`src/rtl/iomem_timer_pkg.sv`:
```
// Shared definitions for the iomem timer: register offsets, bit positions,
// default base address, handshake states and the byte-lane merge helper.
package iomem_timer_pkg;

    localparam logic [31:0] DEFAULT_BASE_ADDR = 32'h0300_0000;

    // Word offsets inside the 16-byte register window (addr[3:2])
    localparam logic [1:0] OFF_CTRL    = 2'd0;
    localparam logic [1:0] OFF_COUNT   = 2'd1;
    localparam logic [1:0] OFF_COMPARE = 2'd2;
    localparam logic [1:0] OFF_STATUS  = 2'd3;

    // CTRL / STATUS bit positions
    localparam int CTRL_EN           = 0;
    localparam int CTRL_AUTO_RELOAD  = 1;
    localparam int CTRL_IRQ_EN       = 2;
    localparam int CTRL_PRESCALE_LSB = 16;
    localparam int STATUS_MATCH      = 0;

    typedef enum logic {
        ST_IDLE = 1'b0,
        ST_ACK  = 1'b1
    } bus_state_e;

    // Replace only the byte lanes enabled by wstrb
    function automatic logic [31:0] apply_wstrb(input logic [31:0] old_val,
                                                 input logic [31:0] wdata,
                                                 input logic [3:0]  wstrb);
        logic [31:0] r;
        r = old_val;
        for (int b = 0; b < 4; b++) begin
            if (wstrb[b]) r[8*b +: 8] = wdata[8*b +: 8];
        end
        return r;
    endfunction

endpackage

```
`src/rtl/iomem_timer_if.sv`:
```
// SoC iomem bus: initiator drives valid/wstrb/addr/wdata, responder
// returns a one-cycle ready pulse with rdata.
interface iomem_if;
    logic        valid;
    logic        ready;
    logic [3:0]  wstrb;
    logic [31:0] addr;
    logic [31:0] wdata;
    logic [31:0] rdata;

    modport master (output valid, wstrb, addr, wdata, input ready, rdata);
    modport slave  (input valid, wstrb, addr, wdata, output ready, rdata);
endinterface

```
`src/rtl/iomem_timer_prescaler.sv`:
```
// Prescaler: counts 0..prescale while enabled and flags the terminal cycle.
module iomem_timer_prescaler #(
    parameter int PRESCALE_W = 16
) (
    input  logic                  clk,
    input  logic                  reset,
    input  logic                  en,
    input  logic                  clear,
    input  logic [PRESCALE_W-1:0] prescale,
    output logic                  tick
);

    logic [PRESCALE_W-1:0] pre;

    // Held at zero while disabled or cleared, otherwise wraps at prescale
    always_ff @(posedge clk) begin
        if (reset || clear || !en) pre <= '0;
        else if (pre == prescale)  pre <= '0;
        else                       pre <= pre + 1'b1;
    end

    assign tick = en && (pre == prescale);

endmodule

```
`src/rtl/iomem_timer.sv`:
```
// Memory-mapped 32-bit timer/compare peripheral on the iomem bus.
// Prescaled counter, compare match with optional auto-reload, W1C status, level irq.
module iomem_timer
    import iomem_timer_pkg::*;
#(
    parameter logic [31:0] BASE_ADDR  = DEFAULT_BASE_ADDR,
    parameter int          PRESCALE_W = 16
) (
    input  logic   clk,
    input  logic   reset,
    iomem_if.slave iomem,
    output logic   irq
);

    bus_state_e            state, state_d;
    logic                  ctrl_en, ctrl_reload, ctrl_irq_en;
    logic [PRESCALE_W-1:0] ctrl_prescale;
    logic [31:0]           count, compare;
    logic                  match;
    logic [31:0]           rdata_q;

    logic        sel, accept, wr, tick, hit;
    logic [1:0]  off;
    logic [31:0] ctrl_rd, reg_rd, ctrl_wr_val;

    assign sel    = iomem.valid && (iomem.addr[31:4] == BASE_ADDR[31:4]);
    assign off    = iomem.addr[3:2];
    assign accept = (state == ST_IDLE) && sel;
    assign wr     = accept && (iomem.wstrb != 4'b0000);
    assign hit    = tick && (count == compare);

    // Register read mux; unimplemented bits read as zero
    always_comb begin
        ctrl_rd = '0;
        ctrl_rd[CTRL_EN]          = ctrl_en;
        ctrl_rd[CTRL_AUTO_RELOAD] = ctrl_reload;
        ctrl_rd[CTRL_IRQ_EN]      = ctrl_irq_en;
        ctrl_rd[CTRL_PRESCALE_LSB +: PRESCALE_W] = ctrl_prescale;
        reg_rd = '0;
        case (off)
            OFF_CTRL:    reg_rd = ctrl_rd;
            OFF_COUNT:   reg_rd = count;
            OFF_COMPARE: reg_rd = compare;
            OFF_STATUS:  reg_rd[STATUS_MATCH] = match;
            default:     reg_rd = '0;
        endcase
        ctrl_wr_val = apply_wstrb(ctrl_rd, iomem.wdata, iomem.wstrb);
    end

    // Any CTRL or COUNT write restarts the prescale phase
    iomem_timer_prescaler #(.PRESCALE_W(PRESCALE_W)) u_pre (
        .clk      (clk),
        .reset    (reset),
        .en       (ctrl_en),
        .clear    (wr && (off == OFF_CTRL || off == OFF_COUNT)),
        .prescale (ctrl_prescale),
        .tick     (tick)
    );

    // Handshake state register
    always_ff @(posedge clk) begin
        if (reset) state <= ST_IDLE;
        else       state <= state_d;
    end

    // Handshake next state: accept in IDLE, always return from ACK
    always_comb begin
        state_d = state;
        case (state)
            ST_IDLE: if (sel) state_d = ST_ACK;
            ST_ACK:  state_d = ST_IDLE;
        endcase
    end

    // Handshake outputs: both zero unless acknowledging, so they can be OR-ed
    always_comb begin
        iomem.ready = (state == ST_ACK);
        iomem.rdata = (state == ST_ACK) ? rdata_q : 32'h0;
    end

    // Capture read data at accept time (pre-write value); writes return zero
    always_ff @(posedge clk) begin
        if (reset)       rdata_q <= '0;
        else if (accept) rdata_q <= wr ? 32'h0 : reg_rd;
    end

    // CTRL and COMPARE software registers
    always_ff @(posedge clk) begin
        if (reset) begin
            ctrl_en       <= 1'b0;
            ctrl_reload   <= 1'b0;
            ctrl_irq_en   <= 1'b0;
            ctrl_prescale <= '0;
            compare       <= '0;
        end else if (wr) begin
            if (off == OFF_CTRL) begin
                ctrl_en       <= ctrl_wr_val[CTRL_EN];
                ctrl_reload   <= ctrl_wr_val[CTRL_AUTO_RELOAD];
                ctrl_irq_en   <= ctrl_wr_val[CTRL_IRQ_EN];
                ctrl_prescale <= ctrl_wr_val[CTRL_PRESCALE_LSB +: PRESCALE_W];
            end
            if (off == OFF_COMPARE) compare <= apply_wstrb(compare, iomem.wdata, iomem.wstrb);
        end
    end

    // Counter: software write beats a tick; wraps silently at all-ones
    always_ff @(posedge clk) begin
        if (reset)                         count <= '0;
        else if (wr && off == OFF_COUNT)   count <= apply_wstrb(count, iomem.wdata, iomem.wstrb);
        else if (hit && ctrl_reload)       count <= '0;
        else if (tick)                     count <= count + 32'd1;
    end

    // MATCH flag: a new match beats a same-cycle W1C
    always_ff @(posedge clk) begin
        if (reset)    match <= 1'b0;
        else if (hit) match <= 1'b1;
        else if (wr && off == OFF_STATUS && iomem.wstrb[0] && iomem.wdata[STATUS_MATCH])
            match <= 1'b0;
    end

    assign irq = match & ctrl_irq_en;

endmodule
```
`src/flat_wrapper.sv`:
```
// flat-port wrapper written by rule: the top's interface ports become plain ports
module iomem_timer_flat import iomem_timer_pkg::*;
#(
    parameter logic [31:0] BASE_ADDR  = DEFAULT_BASE_ADDR,
    parameter int          PRESCALE_W = 16
)
  (clk, reset, irq, iomem_valid, iomem_wstrb, iomem_addr, iomem_wdata, iomem_ready, iomem_rdata);
  iomem_if iomem_i ();
  input  logic clk;
  input  logic reset;
  output logic irq;
  input wire logic [$bits(iomem_i.valid)-1:0] iomem_valid;
  input wire logic [$bits(iomem_i.wstrb)-1:0] iomem_wstrb;
  input wire logic [$bits(iomem_i.addr)-1:0] iomem_addr;
  input wire logic [$bits(iomem_i.wdata)-1:0] iomem_wdata;
  output wire logic [$bits(iomem_i.ready)-1:0] iomem_ready;
  output wire logic [$bits(iomem_i.rdata)-1:0] iomem_rdata;
  assign iomem_i.valid = iomem_valid;
  assign iomem_i.wstrb = iomem_wstrb;
  assign iomem_i.addr = iomem_addr;
  assign iomem_i.wdata = iomem_wdata;
  assign iomem_ready = iomem_i.ready;
  assign iomem_rdata = iomem_i.rdata;
  iomem_timer #(.BASE_ADDR(BASE_ADDR), .PRESCALE_W(PRESCALE_W)) u_core (.clk(clk), .reset(reset), .iomem(iomem_i), .irq(irq));
endmodule
```
`config.mk`:
```
export PLATFORM = sky130hd
export DESIGN_NAME = iomem_timer_flat
export DESIGN_NICKNAME = d
export VERILOG_FILES = /design/src/rtl/iomem_timer_pkg.sv /design/src/rtl/iomem_timer_if.sv /design/src/rtl/iomem_timer_prescaler.sv /design/src/rtl/iomem_timer.sv /design/src/flat_wrapper.sv
export SDC_FILE = /design/constraint.sdc
export NUM_CORES = 1
export LEC_CHECK = 0
export ABC_AREA = 1
export CAP_MARGIN = 20
export CORE_MARGIN = 5
export CORE_UTILIZATION = 45
export CTS_CLUSTER_DIAMETER = 40
export DETAILED_ROUTE_END_ITERATION = 10
export GPL_ROUTABILITY_DRIVEN = 0
export PLACE_DENSITY = 0.67
export SKIP_CTS_REPAIR_TIMING = 1
export SLEW_MARGIN = 10
export SYNTH_ARGS = -nofsm -noshare
export SYNTH_HDL_FRONTEND = slang
export SYNTH_SLANG_ARGS = --single-unit
```
`constraint.sdc`:
```
create_clock -name clk -period 2 [get_ports clk]
set_input_delay 0.2 -clock clk [delete_from_list [all_inputs] [get_ports clk]]
set_output_delay 0.2 -clock clk [all_outputs]
set_load 0.02 [all_outputs]
```
# After elaboration in Yosys (flattened, before gate mapping)
# Cells that the tools add are included.
[word_totals] reg_bits=133 input_bits=71 output_inout_bits=34 word_cells=77
[classes] n_addsub=2 n_eq_ne=10 n_mux=15 bitwise=2 n_reduce_logical=31
[op_table] operator="32-bit two-way mux" count=5
[op_table] operator="31-bit case mux with 3 select lines" count=1
[op_table] operator="32-bit by 1-bit adder with 32-bit output, second input constant" count=1
[op_table] operator="32-bit == test" count=1
[op_table] operator="8-bit two-way mux" count=4
[op_table] operator="28-bit by 22-bit == test with 1-bit output, second input constant" count=1
[op_table] operator="3-bit AND reduction" count=7
[op_table] operator="16-bit by 1-bit adder with 16-bit output, second input constant" count=1
[op_table] operator="16-bit == test" count=1
[op_table] operator="1-bit logical AND" count=11
[op_table] operator="2-bit != test, second input constant" count=4
[op_table] operator="2-bit AND reduction" count=4
[op_table] operator="2-bit == test, second input constant" count=2
[op_table] operator="1-bit case mux with 4 select lines" count=1
[op_table] operator="4-bit nonzero test" count=1
[op_table] operator="1-bit logical OR" count=3
[op_table] operator="1-bit two-way mux" count=3
[op_table] operator="3-bit nonzero test" count=1
[op_table] operator="2-bit by 1-bit == test with 1-bit output, second input constant" count=1
[op_table] operator="2-bit zero test" count=1
[op_table] operator="1-bit case mux with 2 select lines" count=1
[op_table] operator="2-bit nonzero test" count=1
[op_table] operator="2-bit OR reduction" count=1
[op_table] operator="1-bit bitwise AND" count=1
[op_table] operator="2 further kinds" count=2

# Logic depth before layout (Yosys ltp)
[logic_depth] ltp_word=9 mapped_depth=15 depth_no_buf=14

# Modules after synthesis
# Synthesis repeated with hierarchy kept, for this count alone.
[unflattened] hier_cells=1459 area_unflattened_um2=8809.7
[modules_own_cells] module="iomem_timer" n_inst=1 cells_per_inst=1279 area_each_um2=7731.2 seq_area_each_um2=2342.2
[modules_own_cells] module="iomem_timer_prescaler" n_inst=1 cells_per_inst=180 area_each_um2=1078.5 seq_area_each_um2=320.3

# Worst setup path after synthesis
# Ideal clock, no wire load.
[synth_timing] path_kind="flip-flop to flip-flop" start="register u_core.state (netlist: u_core.iomem.ready)" end="register u_core.u_pre.pre[12]" setup_ns=0.120 arrival_ns=1.635 required_ns=1.880 path_slack_ns=0.246 path_stages_with_launch=11 path_buffers=2 period_less_slack_ns=1.754 path_cell_list="dfxtp_1 > clkbuf_1 > inv_2 > nand3_1 > nor2_1 > nand2_1 > nor2_2 > nand2_1 > o2111ai_2 > buf_2 > a21oi_1"
[synth_between] elab_chain_cells=7
[synth_lines] element="start, declared" line="iomem_timer.sv:15" rtl="bus_state_e state, state_d;"
[synth_lines] element="start signal, assigned" line="iomem_timer.sv:63" rtl="else state <= state_d;"
[synth_lines] element="1-bit NOT" line="iomem_timer.sv:28" rtl="assign accept = (state == ST_IDLE) && sel;"
[synth_lines] element="1-bit logical AND" line="iomem_timer.sv:28"
[synth_lines] element="1-bit logical AND" line="iomem_timer.sv:29" rtl="assign wr = accept && (iomem.wstrb != 4'b0000);"
[synth_lines] element="1-bit logical AND" line="iomem_timer.sv:55" rtl=".clear (wr && (off == OFF_CTRL || off == OFF_COUNT)),"
[synth_lines] element="1-bit logical OR (2 in a row)" line="iomem_timer_prescaler.sv:17" rtl="if (reset || clear || !en) pre <= '0;"
[synth_lines] element="2-bit OR reduction (no line)"
[synth_lines] element="end signal, assigned" line="iomem_timer_prescaler.sv:19" rtl="else pre <= pre + 1'b1;"
[synth_lines] element="end, declared" line="iomem_timer_prescaler.sv:13" rtl="logic [PRESCALE_W-1:0] pre;"
# No other way between the ends.
# A chain may end at the register's enable or synchronous reset.

# Final worst setup path
[layout_timing] start="register u_core.count[2]" end="register u_core.count[20]"
[layout_between] elab_chain_cells=5 elab_cells_between_ends=9 cone_classes="1 x add/sub; 1 x eq/ne; 3 x mux; 4 x reduce/logical"
[layout_lines] element="start, declared" line="iomem_timer.sv:18" rtl="logic [31:0] count, compare;"
[layout_lines] element="start signal, assigned" line="iomem_timer.sv:109" rtl="else if (wr && off == OFF_COUNT) count <= apply_wstrb(count, iomem.wdata, iomem.wstrb);"
[layout_lines] element="start signal, assigned" line="iomem_timer.sv:111" rtl="else if (tick) count <= count + 32'd1;"
[layout_lines] element="branches (longest 5 deep; another with 32-bit by 1-bit adder with 32-bit output)"
# Parallel ways; which one is timed is not known. The select of a mux whose other input is x is not followed.

==> results.sh <==
export IMPL_power_internal_mw=4.845
export IMPL_clkSinkCount=133
export IMPL_layout_commonest_cell="nand2_1"
export IMPL_die_w_um=144.7
export IMPL_cts_tree="yes"
export IMPL_drive_gt1_frac=0.2028
export IMPL_path_clk_slew_ns=0.06
export IMPL_power_density_mw_per_mm2=552.9
export IMPL_antennaDiodeCount=0
export IMPL_portBuffers=102
export IMPL_grt_pass1_wl_mm=42.06
export IMPL_post_dp_hpwl_mm=20.54
export IMPL_setup_violations=5
export IMPL_slew_headroom=0.7534
export IMPL_grt_max_degree=45
export IMPL_vias_per_cell=5.265
export IMPL_slew_violations=0
export IMPL_switchingPower_mw=1.499
export IMPL_synth_area_leaders="dfxtp_1, nand2_1, nor2_1"
export IMPL_die_height_um=144.7
export IMPL_clock_skew_final_ns=0.007389
export IMPL_run_status="finished, violations left"
export IMPL_ant_nets=0
export IMPL_path_class="register to register"
export IMPL_cts_buffer_depth=2
export IMPL_tns_ns=-0.07237
export IMPL_wl_per_cell_um=15.41
export IMPL_critPathMaxStageDelay_ns=0.39
export IMPL_vdd_drop_max_mv=0.6290
export IMPL_start_kind="register"
export IMPL_pwr_share_comb=0.063
export IMPL_max_cap_violations=0
export IMPL_design_core_area_mm2=0.01790
export IMPL_hp_start="iomem_wdata[14]"
export IMPL_critPathLaunch="u_core.count[2]$_SDFFE_PP0P_"
export IMPL_mostFrequentLayoutCells="nand2_1, nor2_1, inv_1, buf_4, o21ai_0"
export IMPL_hold_class="input port to register"
export IMPL_ys_seq_area_frac=0.3260
export IMPL_synth_top_cell_area_share=0.3260
export IMPL_synth_area_mm2=0.008167
export IMPL_post_route_period_util=1.017
export IMPL_seqPwrFrac=0.415
export IMPL_yosys_warnings=0
export IMPL_rr_startpoint="u_core.count[2]$_SDFFE_PP0P_"
export IMPL_required_ns=2.33
export IMPL_worstSetupEndpointType="register"
export IMPL_cts_buffers=17
export IMPL_antenna_found_initial=0
export IMPL_violations="setup timing"
export IMPL_setup_ws_ns=-0.03366
export IMPL_synth_nets=1424
export IMPL_clk_latency_ns=0.43
export IMPL_die_area_mm2=0.02094
export IMPL_leakagePower_nw=5.833
export IMPL_netlist_instances=1351
export IMPL_arrival_ns=2.36
export IMPL_cts_root_buffer="clkbuf_16"
export IMPL_swShare=0.2363
export IMPL_grt_pass1_vias=8448
export IMPL_ys_ff_latch=133
export IMPL_rsz0062_at_grt="yes"
export IMPL_dp_cells=1755
export IMPL_finalWirelength_mm=27.76
export IMPL_htree_levels=4
export IMPL_final_nets=1633
export IMPL_vias=9488
export IMPL_cp_max_fo=8
export IMPL_start_util=0.4562
export IMPL_overflow=0
export IMPL_max_freq_mhz=491.7
export IMPL_crit_chain="inv_2 > nand2_1 > nand2_1 > nor2_1 > nand2_1 > nor2_2 > nand2_2 > nor2_4 > nand3_4 > nand3_4 > nand2_4 > nor2_1 > nor2_1"
export IMPL_drtIter0Drc=945
export IMPL_remaining_drc_errors=0
export IMPL_slowest_stage="dfxtp_1"
export IMPL_ios=105
export IMPL_n_fill_cell=1676
export IMPL_power_frac_clock=0.522
export IMPL_num_rows=49
export IMPL_min_period_ns=2.034
export IMPL_drtPass1Iterations=6
export IMPL_grt_total_usage=0.2546
export IMPL_fin_cells=1802
export IMPL_syn_to_final_growth_pct=40.49
export IMPL_avgSynthCellArea_um2=6.045
export IMPL_synth_distinct_cells=34
export IMPL_hold_violations=0
export IMPL_worst_slew_pin_slew_ns=0.3660
export IMPL_synth_largest_area_cell="dfxtp_1"
-- layer usage --
| metal | global-route usage | up-vias | wire length (um) |
|---|---|---|---|
| met4 | 0.08444 | 0 | 817 |
| met1 | 0.3596 | 4322 | 12190 |
| met3 | 0.04568 | 59 | 2462 |
| met2 | 0.3941 | 416 | 12300 |
| met5 | 0 | - | 0 |
| li1 | - | 4691 | - |
-- power groups by stage --
stage / sequential [mW] / clock (mW) / combinational, mW
floorplan: 2.71 / 0 / 0.111
global placement: 2.71 / 0 / 0.391
detailed placement: 2.71 / 0 / 0.391
CTS: 2.65 / 3.35 / 0.394
global route: 2.63 / 3.46 / 0.423
finish: 2.63 / 3.31 / 0.400
-- cell usage after synthesis (all sizes together) --
cell type and n:
a21oi 71, and3 2, buf 20, clkbuf 22, clkinv 2, dfxtp 133
ha 2, inv 183, nand2 397, nand3 62, nand3b 14, nand4 15
nor2 221, nor3 41, nor4 2, o2111ai 1, o21ai 96, o221ai 5
o22ai 24, o41ai 1, or2 1, xor2 36
-- worst paths after layout --
| path | endpoint | slack, ns | cells past startpoint |
|---|---|---|---|
| setup / recovery | u_core.count[20]$_SDFFE_PP0P_ | -0.03 | 13 |
| hold / removal | u_core.compare[14]$_SDFFE_PP0P_ | 0.39 | 3 |
| setup reg to reg | u_core.count[20]$_SDFFE_PP0P_ | -0.03 | 13 |
| hold reg to reg | u_core.u_pre.pre[14]$_SDFF_PP0_ | 0.47 | 2 |
-- registers in the layout, indices dropped and copies added (netlist names) --
| name | count |
|---|---|
| u_core.compare | 32 |
| u_core.count | 32 |
| u_core.rdata_q | 32 |
| u_core.ctrl_prescale | 16 |
| u_core.u_pre.pre | 16 |
| u_core.ctrl_en | 1 |
| u_core.ctrl_irq_en | 1 |
| u_core.ctrl_reload | 1 |
| u_core.iomem.ready | 1 |
| u_core.match | 1 |
-- worst max-delay path: cells and delay by family, from the launching register on --
| family | cells | cell delay (ns) |
|---|---|---|
| AND/OR/NAND/NOR | 12 | 1.49 |
| buffers and inverters | 1 | 0.05 |
| flip-flops | 1 | 0.39 |
-- cell families (layout without fill, tap and decap cells) --
kind of cell	Yosys count	count (layout)	synth area share
xor gates and xnor gates	36	36	0.03861
adders and majority gates	2	2	0.003064
and+or+nand+nor	755	756	0.3960
buffers and inverters	227	448	0.1072
AOI/OAI and AO/OA	198	198	0.1290
DFF	133	133	0.3260
-- final cells by class --
cell class,count,area (um^2),area share
Tap cell,229,286.5,0.02497
Clock inverter,13,172.7,0.01505
Inverter,185,696.9,0.06074
Sequential cell,133,2755,0.2401
Clock buffer,19,442.9,0.03860
Multi-Input combinational cell,992,4842,0.4220
Timing Repair Buffer,231,2277,0.1985
-- metrics by stage --
step / hold slack, ns / setup slack, ns / util / power [mW] / instance area [um^2]
floorplan: 0.2691 / 0.2455 / - / 2.819 / 8167
global placement: 0.4629 / -0.2455 / 0.5757 / 3.099 / 10310
detailed placement: 0.4712 / -0.3075 / 0.5757 / 3.099 / 10310
CTS: 0.3807 / -0.04994 / 0.6101 / 6.388 / 10920
global route: 0.3982 / -0.1729 / 0.6409 / 6.516 / 11470
finish: 0.3866 / -0.03366 / 0.6409 / 6.343 / 11470
(Power assumes the default switching activity.)
